===== src/rtl/riscv_ctrl_pkg.sv =====
`default_nettype none
// ============================================================================
//  Module      : riscv_ctrl_pkg
//  Description : Shared definitions for the multi-cycle RISC-V main control:
//                state encoding, supported opcodes, ALUOp and ALUSrcB codes.
//  Ports       : (package - none)
//  Revision    : 1.0 - initial release
// ============================================================================
package riscv_ctrl_pkg;

    typedef enum logic [3:0] {
        ST_FETCH   = 4'd0,
        ST_DECODE  = 4'd1,
        ST_EXEC    = 4'd2,
        ST_ALUWB   = 4'd3,
        ST_MEMADDR = 4'd4,
        ST_MEMRD   = 4'd5,
        ST_MEMWB   = 4'd6,
        ST_MEMWR   = 4'd7,
        ST_BRANCH  = 4'd8,
        ST_TRAP    = 4'd9
    } state_t;

    localparam logic [6:0] OP_RTYPE  = 7'b0110011;
    localparam logic [6:0] OP_LOAD   = 7'b0000011;
    localparam logic [6:0] OP_STORE  = 7'b0100011;
    localparam logic [6:0] OP_BRANCH = 7'b1100011;

    localparam logic [1:0] ALUOP_ADD   = 2'b00;
    localparam logic [1:0] ALUOP_SUB   = 2'b01;
    localparam logic [1:0] ALUOP_FUNCT = 2'b10;

    localparam logic [1:0] ALUSRCB_RS2  = 2'b00;
    localparam logic [1:0] ALUSRCB_FOUR = 2'b01;
    localparam logic [1:0] ALUSRCB_IMM  = 2'b10;

endpackage : riscv_ctrl_pkg
`default_nettype wire


===== src/rtl/multicycle_control.sv =====
`default_nettype none
// ============================================================================
//  Module      : multicycle_control
//  Description : Main control FSM of the multi-cycle RISC-V core. Sequences
//                FETCH/DECODE/EXECUTE/MEM/WB over one shared ALU, unified
//                memory and register file; traps on unsupported opcodes and
//                counts retired instructions.
//  Ports       : clk, reset (sync, active-high)
//                Opcode[6:0], Zero, MemReady            - inputs
//                PCWrite, PCWriteCond, IorD, MemRead, MemWrite, IRWrite,
//                MemtoReg, RegWrite, ALUSrcA, ALUSrcB[1:0], ALUOp[1:0],
//                PCSource, Illegal                        - datapath controls
//                InstrRetired[CNT_W-1:0]                  - retire counter
//  Revision    : 1.0 - initial release
// ============================================================================
module multicycle_control
    import riscv_ctrl_pkg::*;
#(
    parameter int CNT_W = 32
) (
    input  logic             clk,
    input  logic             reset,
    input  logic [6:0]       Opcode,
    input  logic             Zero,
    input  logic             MemReady,
    output logic             PCWrite,
    output logic             PCWriteCond,
    output logic             IorD,
    output logic             MemRead,
    output logic             MemWrite,
    output logic             IRWrite,
    output logic             MemtoReg,
    output logic             RegWrite,
    output logic             ALUSrcA,
    output logic [1:0]       ALUSrcB,
    output logic [1:0]       ALUOp,
    output logic             PCSource,
    output logic             Illegal,
    output logic [CNT_W-1:0] InstrRetired
);

    state_t           r_state;
    state_t           w_state_nxt;
    logic             w_retire;
    logic [CNT_W-1:0] r_retired;

    // Zero is consumed by the external PC-write logic only.
    logic w_unused_zero;
    assign w_unused_zero = Zero;

    // ------------------------------------------------------------------------
    // Next-state decode and retire detection
    // ------------------------------------------------------------------------
    always_comb begin
        w_state_nxt = r_state;
        w_retire    = 1'b0;
        case (r_state)
            ST_FETCH: begin
                if (MemReady) w_state_nxt = ST_DECODE;
            end
            ST_DECODE: begin
                case (Opcode)
                    OP_RTYPE:           w_state_nxt = ST_EXEC;
                    OP_LOAD, OP_STORE:  w_state_nxt = ST_MEMADDR;
                    OP_BRANCH:          w_state_nxt = ST_BRANCH;
                    default:            w_state_nxt = ST_TRAP;
                endcase
            end
            ST_EXEC:    w_state_nxt = ST_ALUWB;
            ST_ALUWB: begin
                w_state_nxt = ST_FETCH;
                w_retire    = 1'b1;
            end
            // Only ld/sd reach MEMADDR, so anything not a load is the store.
            ST_MEMADDR: w_state_nxt = (Opcode == OP_LOAD) ? ST_MEMRD : ST_MEMWR;
            ST_MEMRD: begin
                if (MemReady) w_state_nxt = ST_MEMWB;
            end
            ST_MEMWB: begin
                w_state_nxt = ST_FETCH;
                w_retire    = 1'b1;
            end
            ST_MEMWR: begin
                if (MemReady) begin
                    w_state_nxt = ST_FETCH;
                    w_retire    = 1'b1;
                end
            end
            ST_BRANCH: begin
                w_state_nxt = ST_FETCH;
                w_retire    = 1'b1;
            end
            ST_TRAP:    w_state_nxt = ST_TRAP;
            default:    w_state_nxt = ST_FETCH;
        endcase
    end

    // ------------------------------------------------------------------------
    // Output decode (Moore, plus MemReady gating of the fetch strobes)
    // ------------------------------------------------------------------------
    always_comb begin
        PCWrite     = 1'b0;
        PCWriteCond = 1'b0;
        IorD        = 1'b0;
        MemRead     = 1'b0;
        MemWrite    = 1'b0;
        IRWrite     = 1'b0;
        MemtoReg    = 1'b0;
        RegWrite    = 1'b0;
        ALUSrcA     = 1'b0;
        ALUSrcB     = ALUSRCB_RS2;
        ALUOp       = ALUOP_ADD;
        PCSource    = 1'b0;
        Illegal     = 1'b0;
        case (r_state)
            ST_FETCH: begin
                MemRead = 1'b1;
                ALUSrcB = ALUSRCB_FOUR;
                IRWrite = MemReady;
                PCWrite = MemReady;
            end
            ST_DECODE: begin
                ALUSrcB = ALUSRCB_IMM;
            end
            ST_EXEC: begin
                ALUSrcA = 1'b1;
                ALUOp   = ALUOP_FUNCT;
            end
            ST_ALUWB: begin
                RegWrite = 1'b1;
            end
            ST_MEMADDR: begin
                ALUSrcA = 1'b1;
                ALUSrcB = ALUSRCB_IMM;
            end
            ST_MEMRD: begin
                MemRead = 1'b1;
                IorD    = 1'b1;
            end
            ST_MEMWB: begin
                RegWrite = 1'b1;
                MemtoReg = 1'b1;
            end
            ST_MEMWR: begin
                MemWrite = 1'b1;
                IorD     = 1'b1;
            end
            ST_BRANCH: begin
                ALUSrcA     = 1'b1;
                ALUOp       = ALUOP_SUB;
                PCWriteCond = 1'b1;
                PCSource    = 1'b1;
            end
            ST_TRAP: begin
                Illegal = 1'b1;
            end
            default: ;
        endcase
        // Reset masks every side effect in the same cycle so an aborted
        // instruction cannot complete a write before the edge lands.
        if (reset) begin
            PCWrite     = 1'b0;
            PCWriteCond = 1'b0;
            IRWrite     = 1'b0;
            RegWrite    = 1'b0;
            MemRead     = 1'b0;
            MemWrite    = 1'b0;
            Illegal     = 1'b0;
        end
    end

    // ------------------------------------------------------------------------
    // State and retire counter registers
    // ------------------------------------------------------------------------
    always_ff @(posedge clk) begin
        if (reset) begin
            r_state   <= ST_FETCH;
            r_retired <= '0;
        end else begin
            r_state <= w_state_nxt;
            if (w_retire) r_retired <= r_retired + CNT_W'(1);
        end
    end

    assign InstrRetired = r_retired;

endmodule : multicycle_control
`default_nettype wire

===== config.mk =====
export PLATFORM = sky130hd
export DESIGN_NAME = multicycle_control
export DESIGN_NICKNAME = d
export VERILOG_FILES = /design/src/rtl/riscv_ctrl_pkg.sv /design/src/rtl/multicycle_control.sv
export SDC_FILE = /design/constraint.sdc
export NUM_CORES = 1
export LEC_CHECK = 0
export CAP_MARGIN = 20
export CORE_MARGIN = 4
export CORE_UTILIZATION = 44
export DETAILED_ROUTE_END_ITERATION = 8
export PLACE_DENSITY = 0.85
export SETUP_SLACK_MARGIN = 0.3
export SYNTH_ARGS = -nofsm -noshare
export SYNTH_HDL_FRONTEND = slang
export SYNTH_SLANG_ARGS = --single-unit

===== constraint.sdc =====
create_clock -name clk -period 1.8 [get_ports clk]
set_input_delay 0.27 -clock clk [delete_from_list [all_inputs] [get_ports clk]]
set_output_delay 0.27 -clock clk [all_outputs]
set_load 0.05 [all_outputs]

==> key figures <==
Synthesis
  – Mapped Nets: 287
  – Avg Cell Area, Syn: 7.871 sq um
  – Synth Register Bits: 36
  – FFs w/ async S/R, synth: 0
  – Main synth FF type: dfxtp_1
  – Yosys warns: 0
  – Post-synthesis sequential area ratio: 0.3329
  – Synth area leader: dfxtp_1
  – Post-synthesis cell area: 2165 sq um
  – Share of the synthesized area in the top cell type: 0.3329
  – Syn Inst Count: 275
  – Post-synth top cells: 36 x dfxtp_1, 23 x nor2_1, 22 x a21oi_1
  – Most common cell in the netlist: dfxtp_1
  – Synth unique cells: 43
  – Synth area leaders: dfxtp_1 33%, mux2_2 5.2%, a21oi_1 5.1%, o31ai_1 4.9%, or4_1 4.9%
  – Post-synth EDFFs: 0

Timing
  – Max Slew Vio Count: 0
  – Final Cycle Share: 1.085
  – Worst Clk Skew: 6.086 ps
  – Final worst slack: -153.7 ps
  – Setup violators final: 32
  – WHS: 344.4 ps
  – FMAX: 0.5118 GHz
  – Hold Violations, Final: 0
  – Worst-margin pin slew: 512.5 ps
  – Post-route minimum period: 1954 ps
  – RSZ-0062 raised after global routing: yes
  – Slew headroom: 0.6597

Floorplanning
  – Core Area: 4755 sq um
  – IO Pins: 58
  – Initial core utilization: 0.4553
  – Die Wd: 78.14 um
  – Rows: 25
  – Die H: 78.14 um
  – Total die area: 6106 sq um

Clock tree
  – CTS tree: yes
  – Total CTS buffers: 5
  – CTS sink cnt: 36
  – Clock Latency Late Sink: 290 ps
  – CTS Buffer Depth: 2
  – CTS clock-pin slew for the worst setup and hold paths: 70 ps
  – Hold-fix buffers, CTS: 0
  – H-tree depth: 2
  – Root buf cell: clkbuf_8

Detailed routing
  – DRC: 0
  – First-iteration detailed-routing DRC count: 150
  – DR vias: 2,637
  – TritonRoute pass-1 iters: 5
  – Post-route ant nets: 0
  – Vias/cell: 6.133
  – Post-Route WL: 7932 um
  – Routed wire length per instance: 18.45 um

Finish
  – Area growth from synthesis to layout: 76.76%
  – Layout cells sized above 1: 0.4793
  – Ant. Diodes: 0
  – Design area: 3826 sq um
  – Post-layout util: 0.8047
  – Final net count: 374

Min path
  – Hold path depth: 2
  – Hold Path Sink: r_state[0]
  – Worst hold path type: in -> reg
  – HP Start: reset

Placed design
  – # port buffers: 56
  – HPWL Detailed: 4300 um
  – Placed instance area: 3238 sq um
  – Routability cong.: 0.9015
  – Worst slack, placed: -414.1 ps

Worst setup path
  – R2R cell count: 5
  – Crit end category: flop
  – FF-to-FF Start: r_state[2]
  – Reg2reg end: InstrRetired[16]
  – CP Data Arrival Time: 2170 ps
  – R2R setup slack: -140 ps
  – Critical Path Fanout Max: 18
  – Critical Path RT: 2010 ps
  – Crit start category: primary input
  – Crit path kind: in -> reg

Pwr
  – Peak VDD IR: 429.5 uV
  – Cell Pwr Density: 486.5 nW/um^2
  – P_leak: 1.667 nW
  – Power consumption: 1.861 mW

Flow run
  – Max-Cap Viols: 0

Outcome
  – Failing checks: negative setup slack
  – Status: finished, violations left

Global route
  – First-pass GRT wire length: 12,070 um
  – Largest net degree at the start of global routing: 21
  – GRT Util Overall: 0.2384
  – Number of global-route vias before repair: 2,511
  – Grt total ovfl: 0
  – Antenna violations before repair: 0
-- report_power, final --
part	total (mW)	internal (mW)	switching [mW]	leakage [nW]
sequential	0.774	0.767	0.00762	0.313
combinational	0.437	0.195	0.241	1.30
clock	0.650	0.350	0.301	0.0515
-- layer usage --
metal | up-vias | global-route usage | share of wire
li1 | 1220 | - | -
met1 | 1293 | 0.3113 | 0.41
met2 | 100 | 0.4127 | 0.52
met3 | 24 | 0.03784 | 0.052
met4 | 0 | 0.05420 | 0.025
met5 | - | 0 | 0
-- cell usage in the layout (no fill, tap or decap), types with 11 or more instances in the layout --
cell type	count
o31ai_1	13
dlygate4sd2_1	14
nor2_1	18
nand2_1	17
nor2b_1	12
a21oi_1	18
buf_12	11
buf_4	41
dfxtp_4	25
nand4_1	12
-- how the worst max path moves through the flow --
stage,depth (start not counted),to,from
after floorplan,5,PCWrite,r_state[3]
after global placement,6,InstrRetired[7],MemReady
after detailed placement,6,InstrRetired[7],MemReady
after CTS,6,PCWrite,r_state[1]
after global routing,5,InstrRetired[14],MemReady
final,5,InstrRetired[20],MemReady
-- cell families after synthesis --
family	count (synthesis)	share of synthesized area
compound gates	57	0.1688
xor+xnor	2	0.008094
fa+ha+maj	2	0.01040
buf+inv	30	0.05838
flops	36	0.3329
mux	11	0.05665
simple gates	137	0.3647
-- metrics by stage --
stage               setup TNS [ps]  instances
detailed placement           -8511        401
floorplan                    -1202        275
global placement             -8115        401
global route                 -4657        430
finish                       -2597        430
CTS                         -877.0        422
-- flip-flops by register name, indices dropped and copies added, names as in the netlist --
register and flops:
r_state 4, InstrRetired 32
-- area by class of cell --
| cell class | instances | area (sq um) |
|---|---|---|
| clock buffer | 8 | 100.1 |
| fill | 298 | 928.4 |
| inverter | 7 | 28.78 |
| multi-input combinational | 213 | 1772 |
| sequential | 36 | 822.0 |
| tap | 67 | 83.83 |
| timing repair buffer | 99 | 1020 |
-- critical path, cell delays in order --
cell             delay, ps
clkdlybuf4s50_1        520
and3b_2                300
o31a_2                 450
or4_1                  460
a21oi_1                170
-- what timing repair did --
action / CTS / global route
setup endpoints to repair: 69 / 52
buffers inserted: 10 / 6
pin swaps: 6 / 11
resized for setup: 54 / 55
gates cloned: 3 / 2
Note: power is estimated with default switching activity, not from simulation.
